[config.mk]
export PLATFORM = sky130hd
export DESIGN_NAME = mcycle_unit
export DESIGN_NICKNAME = d
export VERILOG_FILES = /design/src/rtl/mcycle_pkg.sv /design/src/rtl/mcycle_signfix.sv /design/src/rtl/mcycle_unit.sv
export SDC_FILE = /design/constraint.sdc
export NUM_CORES = 1
export LEC_CHECK = 0
export ABC_CLOCK_PERIOD_IN_PS = 6400
export BUFFER_PORTS_ARGS = -buffer_cell sky130_fd_sc_hd__buf_2
export CORE_AREA = 2 2 255 131
export CTS_CLUSTER_SIZE = 40
export DETAILED_ROUTE_END_ITERATION = 6
export DIE_AREA = 0 0 257 133
export PLACE_DENSITY = 0.84
export SLEW_MARGIN = 20
export SYNTH_ARGS = -nofsm -noshare
export SYNTH_HDL_FRONTEND = slang
export SYNTH_HIERARCHICAL = 1
export SYNTH_SLANG_ARGS = --single-unit
[constraint.sdc]
create_clock -name CLK -period 6.4 [get_ports CLK]
set_clock_uncertainty 0.2 [all_clocks]
set_input_delay 1.6 -clock CLK [delete_from_list [all_inputs] [get_ports CLK]]
set_output_delay 1.6 -clock CLK [all_outputs]
set_load 0.03 [all_outputs]
[src/rtl/mcycle_pkg.sv]
// Shared types and constants for the iterative multiply/divide unit.
package mcycle_pkg;

  typedef enum logic [1:0] {
    IDLE    = 2'd0,
    COMPUTE = 2'd1,
    DONE    = 2'd2
  } state_t;

  localparam logic OP_MUL = 1'b0;
  localparam logic OP_DIV = 1'b1;

endpackage

[src/rtl/mcycle_signfix.sv]
// Conditional two's-complement negation; yields magnitude when neg is the sign bit.
module mcycle_signfix #(
  parameter int unsigned W = 32
) (
  input  logic [W-1:0] value,
  input  logic         neg,
  output logic [W-1:0] result
);

  assign result = neg ? (~value + W'(1)) : value;

endmodule

[src/rtl/mcycle_unit.sv]
// Iterative multi-cycle multiply/divide unit: shift-add multiply, restoring divide,
// one shared 2*WIDTH shift register and one WIDTH+1 adder.
module mcycle_unit #(
  parameter int unsigned WIDTH = 32
) (
  input  logic             CLK,
  input  logic             Reset,
  input  logic             Start,
  input  logic             MCycleOp,
  input  logic             Signed,
  input  logic             Flush,
  input  logic [WIDTH-1:0] Operand1,
  input  logic [WIDTH-1:0] Operand2,
  output logic [WIDTH-1:0] Result1,
  output logic [WIDTH-1:0] Result2,
  output logic             Busy,
  output logic             Done,
  output logic             DivZero
);
  import mcycle_pkg::*;

  localparam int unsigned CW = (WIDTH > 1) ? $clog2(WIDTH) : 1;
  localparam int unsigned DW = 2 * WIDTH;

  state_t             state;
  logic [CW-1:0]      cnt;
  logic               op_q;
  logic               neg_q;
  logic               neg_r;
  logic               dz_q;
  logic [WIDTH-1:0]   opnd_q;
  logic [DW-1:0]      sr;

  logic               a_neg, b_neg;
  logic [WIDTH-1:0]   mag_a, mag_b;
  logic               accept, last;
  logic [WIDTH:0]     add_a, add_b, sum;
  logic               qbit;
  logic [DW-1:0]      sr_step;
  logic [DW-1:0]      prod;
  logic [WIDTH-1:0]   quot, rem;
  logic [WIDTH-1:0]   res1_n, res2_n;

  assign a_neg = Signed & Operand1[WIDTH-1];
  assign b_neg = Signed & Operand2[WIDTH-1];

  mcycle_signfix #(.W(WIDTH)) u_fix_a (.value(Operand1), .neg(a_neg), .result(mag_a));
  mcycle_signfix #(.W(WIDTH)) u_fix_b (.value(Operand2), .neg(b_neg), .result(mag_b));

  assign accept = Start & ~Flush & (state != COMPUTE);
  assign last   = (state == COMPUTE) && (cnt == CW'(WIDTH - 1));

  always_comb begin
    Busy = (Start & ~Flush & ((state == IDLE) || (state == DONE))) | (state == COMPUTE);
  end

  // Shared adder: accumulate multiplicand, or trial-subtract divisor from shifted remainder
  always_comb begin
    add_a   = '0;
    add_b   = '0;
    sum     = '0;
    qbit    = 1'b0;
    sr_step = sr;
    if (op_q == OP_MUL) begin
      add_a   = {1'b0, sr[DW-1:WIDTH]};
      add_b   = {1'b0, opnd_q};
      sum     = add_a + add_b;
      sr_step = sr[0] ? {sum, sr[WIDTH-1:1]} : {add_a, sr[WIDTH-1:1]};
    end else begin
      add_a   = sr[DW-1:WIDTH-1];
      add_b   = ~{1'b0, opnd_q};
      sum     = add_a + add_b + (WIDTH+1)'(1);
      qbit    = ~sum[WIDTH];
      sr_step = qbit ? {sum[WIDTH-1:0], sr[WIDTH-2:0], 1'b1}
                     : {add_a[WIDTH-1:0], sr[WIDTH-2:0], 1'b0};
    end
  end

  mcycle_signfix #(.W(DW))    u_fix_p (.value(sr_step), .neg(neg_q), .result(prod));
  mcycle_signfix #(.W(WIDTH)) u_fix_q (.value(sr_step[WIDTH-1:0]), .neg(neg_q), .result(quot));
  mcycle_signfix #(.W(WIDTH)) u_fix_r (.value(sr_step[DW-1:WIDTH]), .neg(neg_r), .result(rem));

  // Divide by zero: magnitude remainder re-signed by the dividend sign is Operand1 itself
  always_comb begin
    res1_n = prod[WIDTH-1:0];
    res2_n = prod[DW-1:WIDTH];
    if (op_q == OP_DIV) begin
      res1_n = dz_q ? {WIDTH{1'b1}} : quot;
      res2_n = rem;
    end
  end

  always_ff @(posedge CLK or posedge Reset) begin
    if (Reset) begin
      state   <= IDLE;
      cnt     <= '0;
      op_q    <= OP_MUL;
      neg_q   <= 1'b0;
      neg_r   <= 1'b0;
      dz_q    <= 1'b0;
      opnd_q  <= '0;
      sr      <= '0;
      Result1 <= '0;
      Result2 <= '0;
      Done    <= 1'b0;
      DivZero <= 1'b0;
    end else begin
      Done    <= 1'b0;
      DivZero <= 1'b0;
      case (state)
        IDLE, DONE: begin
          if (accept) begin
            state  <= COMPUTE;
            cnt    <= '0;
            op_q   <= MCycleOp;
            neg_q  <= a_neg ^ b_neg;
            neg_r  <= a_neg;
            dz_q   <= (Operand2 == '0);
            opnd_q <= (MCycleOp == OP_MUL) ? mag_a : mag_b;
            sr     <= {WIDTH'(0), ((MCycleOp == OP_MUL) ? mag_b : mag_a)};
          end else begin
            state <= IDLE;
          end
        end
        COMPUTE: begin
          if (Flush) begin
            state <= IDLE;
            cnt   <= '0;
          end else begin
            sr  <= sr_step;
            cnt <= cnt + CW'(1);
            if (last) begin
              state   <= DONE;
              cnt     <= '0;
              Done    <= 1'b1;
              DivZero <= (op_q == OP_DIV) & dz_q;
              Result1 <= res1_n;
              Result2 <= res2_n;
            end
          end
        end
        default: state <= IDLE;
      endcase
    end
  end

endmodule

### Yosys cells after proc, flatten, opt, wreduce, memory -nomap -nowiden

Index checks and enable logic that the tools add are counted.

* word-level logic and storage cells: 83
* bits in registers: 173
* bits of input ports: 70
* output and inout bits: 67

* bitwise gates (word level): 15
* reduce and logical (&&, ||, !) cells: 10
* equal/unequal tests: 7
* $add $sub $neg: 9
* multiplexer cells: 30

Operator list (count)
* two-way mux 64 bit: 6
* two-way mux 32 bit: 9
* adder 32 x 1 -> 32 bit (second input constant): 4
* NOT 32 bit: 4
* one-hot mux 64 bit (2 select lines): 1
* adder 64 x 1 -> 64 bit (second input constant): 1
* NOT 64 bit: 1
* adder 32 x 32 -> 33 bit: 1
* adder 33 x 1 -> 33 bit (second input constant): 1
* adder 33 bit: 1
* NOT 32 -> 33 bit: 1
* logical NOT 32 bit: 1
* two-way mux 5 bit: 3
* one-hot mux 5 bit (2 select lines): 1
* two-way mux 1 bit: 7
* AND 1 bit: 6
* AND reduction 3 bit: 2
* adder 5 x 1 -> 5 bit (second input constant): 1
* equality test 5 bit (second input constant): 1
* two-way mux 2 bit: 2
* inequality test 2 bit (second input constant): 2
* one-hot mux 2 bit (2 select lines): 1
* AND reduction 2 bit: 2
* inequality test 3 bit (second input constant): 1
* 11 further kinds: 11

### Longest topological paths before layout

* word-level depth: 10
* mapped depth: 21

### Hierarchy

Netlist, hierarchy kept.

Modules (own cells, without submodules)
* mcycle_unit: area each 13300.3 um2, instances 1, sequential area each 4329.2 um2, cells each 1592
* mcycle_signfix (u_fix_a ...): area each 777.0 um2, instances 4, sequential area each 0.0 um2, cells each 99
* mcycle_signfix (u_fix_p): area each 1649.1 um2, instances 1, sequential area each 0.0 um2, cells each 206

### Worst setup path after synthesis

No wires, ideal clock.

* kind: reg-to-reg
* start point: register sr[31]
* end point: register Result2[28]
* required time: 6.117 ns
* arrival: 4.625 ns
* path buffers: 1
* library setup time: 0.083 ns
* cell stages (with the launch flop): 21
* path slack: 1.493 ns
* cell sequence: dfrtp_1 inv_1 ha_1 inv_1 fa_1 a211oi_1 o21ai_1 nand3_2 a211o_1 a21oi_4 nor2_8 buf_4 mux2i_1 mux2i_1 or4_1 or3_4 or3_4 o41ai_4 xnor2_1 mux2i_1 o21ai_0

* longest elaborated chain between the ends: 8

RTL lines
* from (decl): RTL line mcycle_unit.sv:32 `logic [DW-1:0] sr;`
* from (signal assigned): RTL line mcycle_unit.sv:120 `sr <= {WIDTH'(0), ((MCycleOp == OP_MUL) ? mag_b : mag_a)};`
* from (signal assigned): RTL line mcycle_unit.sv:130 `sr <= sr_step;`
* adder 33 bit: RTL line mcycle_unit.sv:72 `sum = add_a + add_b + (WIDTH+1)'(1);`
* adder 33 x 1 -> 33 bit: RTL line mcycle_unit.sv:72
* two-way mux 64 bit: RTL line mcycle_unit.sv:74 `sr_step = qbit ? {sum[WIDTH-1:0], sr[WIDTH-2:0], 1'b1}`
* two-way mux 64 bit: RTL line mcycle_unit.sv:64 `if (op_q == OP_MUL) begin`
* via sr_step[37]: RTL line mcycle_unit.sv:39 `logic [DW-1:0] sr_step;`
* NOT 64 bit: RTL line mcycle_signfix.sv:10 `assign result = neg ? (~value + W'(1)) : value;`
* adder 64 x 1 -> 64 bit: RTL line mcycle_signfix.sv:10
* two-way mux 64 bit: RTL line mcycle_signfix.sv:10
* via prod[60]: RTL line mcycle_unit.sv:40 `logic [DW-1:0] prod;`
* two-way mux 32 bit: RTL line mcycle_unit.sv:87 `if (op_q == OP_DIV) begin`
* to (signal assigned): RTL line mcycle_unit.sv:138 `Result2 <= res2_n;`
* to (decl): RTL line mcycle_unit.sv:15 `output logic [WIDTH-1:0] Result2,`

The timed path passes the listed nets, and every way through them passes these cells.
A chain may end at the register's enable or synchronous reset.

### Final worst setup path

* start point: register sr[54]
* end point: register Result2[30]

Same word-level chain as after synthesis.

==> reports/qor.yml <==
timing:
  relSlewSlack_pct: 27.2
  setup_viol: 0
  drv_slew: 0
  worstMarginPinSlew_ns: 1.06
  rsz0062_at_grt: "false"
  fin_crit_ns: 5.92
  setup_tns_ns: 0
  fmax_ghz: 0.169
  hold_viol_final: 0
  fin_crit_sh_pct: 92.6
synth:
  synth_cell_types: 96
  seq_area_frac_synth_pct: 24.0
  postSynth.asyncResetShare_pct: 100
  synthFlopType: "dfrtp_1"
  syn_avg_cell_area_sq_um: 8.23
  synth.most_common_cell: "nand2_1"
  netlist_area_sq_um: 18100
  netlist_top_cells_area: "dfrtp_1 (24%), xnor2_1 (10%), mux2i_1 (7.5%)"
  synth_seq_cells: 173
  netlist_top_cells_count: "nand2_1 (274), o21ai_0 (253), xnor2_1 (212), dfrtp_1 (173), mux2i_1 (135)"
  synth-edff-count: 0
  synth_area_leader_cell: "dfrtp_1"
  yosysWarnings: 6
  synth_top_area_share_pct: 24.0
  synth_cells: 2194
  syn_nets: 2337
setup_path:
  crit_required_ns: 6.57
  crit_top_cell: "o21ai_0"
  critPathLaunch: "sr[54]$_DFFE_PP0P_"
  cp-end-kind: "flip-flop"
  slowest_stage: "o21ai_1"
  path_max_fanout: 10
  crit_path_max_incr_delay_ns: 0.69
  critical-path-top-delay-family: "compound AO/OA/AOI/OAI gates"
  worstPathArrival_ns: 6.09
  cp_cell_sequence: "ha_1 > a21o_1 > o21bai_1 > a22oi_2 > o211ai_2 > o21ai_1 > nand3_1 > o21ai_0 > a21oi_1 > or4_1 > nor4_1 > nand4_2 > o41ai_1 > xnor2_1 > mux2i_1 > o21ai_0"
  rr_startpoint: "sr[54]$_DFFE_PP0P_"
  r2r_slack_ns: 0.48
  crit_type: "reg -> reg"
  startpoint_type: "flip-flop"
  critPathBufInv: 0
cts:
  clock_path_buffers: 2
  clk_pin_slew_ns: 0.09
  cts_made_buffers: 17
  clock_sinks: 173
  post_cts_buffers: 0
  postCtsHoldBufs: 0
  clock-root-buffer: "clkbuf_16"
  post_cts_resized: 0
  cts_tree: "yes"
  htree_levels: 4
  insertion_delay_ns: 0.47
routing:
  drt-vias-per-instance: 6.76
  firstDrtPassIters: 7
  num_vias: 18443
  wirelength_mm: 67.7
  post_drt_wl_per_cell_um: 24.8
  drc_errors: 0
  ant_nets: 0
  drt_iter0_markers: 2623
global_routing:
  antenna_found_initial: 1
  grt_max_degree: 174
  grt_pass1_wl_mm: 102
  grt.overflow.total: 0
  grt_usage_pct: 38.8
  grt_pass1_vias: 16830
placed_design:
  place_hpwl_mm: 52.0
  io_buffers: 136
  gp_congestion: 1.05
  numPlacedInstances: 2690
cells_and_area:
  num-nets-final: 2412
  syn_to_final_growth_pct: 9.61
  drive_gt1_share_pct: 15.7
  multi_input_area_sq_um: 13000
  stdcell_count: 2728
  nFillCells: 2898
  register_area_sq_um: 4330
power:
  combPwrFrac_pct: 71.7
  switchingPower_mw: 5.46
  internal_power_mw: 4.40
  seqPwrFrac_pct: 16.8
  ir_drop_mv: 0.265
  clkPwrFrac_pct: 11.6
  switching_share_pct: 55.4
  powerDensity_nw_per_um2: 498
  power_leakage_nw: 8.20
worst_hold_path:
  min-delay-start: "Result2[24]$_DFFE_PP0P_"
  hold_path_class: "reg -> reg"
floorplan:
  die_x_um: 257
  start_util_pct: 55.9
  core_area_sq_um: 32300
  ios: 137
  row_count: 47
  die_area_sq_um: 34200
  floorplan.die.height_um: 133
outcome:
  status: "finished, final reports clean"
flow_run:
  maxCapViolCount: 0
[power groups by stage]
stage / Sequential, mW / Combinational, mW / Clock (mW)
after floorplan: 1.46 / 5.01 / 0
after global placement: 1.63 / 6.65 / 0
after detailed placement: 1.64 / 6.74 / 0
after CTS: 1.62 / 6.78 / 1.14
after global routing: 1.66 / 7.51 / 1.18
final: 1.65 / 7.07 / 1.14
[kinds of logic after synthesis]
logic type,Yosys count,synth area share [%]
and+or+nand+nor,660,19.8
DFF,173,24.0
muxes,171,9.75
adders and majority gates,73,5.14
xor gates and xnor gates,229,11.1
AOI/OAI and AO/OA,698,25.9
buffers and inverters,190,4.32
[worst min-delay path, stage by stage (launching register included)]
cell,delay [ns]
dfrtp_1,0.34
nand2_1,0.04
o21ai_0,0.06
[cell type report]
class	count	share of cell area, %
multi-input cells	1831	65.6
clock inverters	15	0.967
diodes	5	0.0632
clock buffers	17	2.15
repair buffers	178	5.21
well taps	441	2.79
inverters	68	1.31
flip-flops and latches	173	21.9
[per-stage QoR]
step	cell area [sq um]	setup slack [ns]	utilization (%)	power (mW)	hold slack [ns]
5_1_grt	19800	0.206	61.3	10.3	0.297
3_3_place_gp	19100	0.591	59.2	8.27	0.260
2_1_floorplan	18100	1.49	-	6.47	0.250
4_1_cts	19700	0.486	61.1	9.53	0.283
3_5_place_dp	19100	0.499	59.2	8.38	0.265
6_report	19800	0.475	61.3	9.86	0.277
[path summary, 6_finish.rpt]
check                                           to  depth (start not counted)
max in group asynchronous       sr[43]$_DFFE_PP0P_                          4
min                        Result2[24]$_DFFE_PP0P_                          2
max reg2reg                Result2[30]$_DFFE_PP0P_                         16
min in group asynchronous   opnd_q[20]$_DFFE_PP0P_                          3
max                        Result2[30]$_DFFE_PP0P_                         16
min reg2reg                Result2[24]$_DFFE_PP0P_                          2
[sequential cells by signal, indices dropped and copies added, names as in the netlist, 2 cells and up]
| name | flops |
|---|---|
| Result2 | 32 |
| sr | 64 |
| cnt | 5 |
| opnd_q | 32 |
| Result1 | 32 |
| state | 2 |
[cells in the final DEF (no fill, tap or decap), types with 7 or more instances in the layout]
cell type and instances:
a22o_1 10, a21oi_1 122, nand2b_1 24, inv_8 7
dfrtp_1 171, o41ai_2 22, o21ai_0 252, o211ai_1 12
nor2_1 108, a21o_1 17, o21ai_1 9, nor2b_1 14
xnor2_1 212, o31ai_1 67, a211oi_1 16, nor3_1 35
mux2i_1 134, nand3_1 33, o22ai_1 35, nand4_1 28
clkbuf_16 17, mux2_2 35, or2_2 9, or4_1 9
buf_2 135, and3_1 9, xor2_1 17, or3_1 15
o41ai_1 30, a31oi_1 14, a21boi_0 8, ha_1 71
nor4_1 22, or2b_1 8, nand2_1 272, buf_4 41
inv_1 67, nor4_4 17
[routing by layer]
metal | vias up | track usage [%] | share of wire (%) | routed length [um]
met1 | 8941 | 59.0 | 45 | 30700
met3 | 90 | 15.0 | 15 | 10100
met5 | - | 0 | 0 | 0
met2 | 1133 | 50.4 | 38 | 25600
li1 | 8279 | - | - | -
met4 | 0 | 8.53 | 2.1 | 1390
Note: power is estimated with default switching activity, not from simulation.
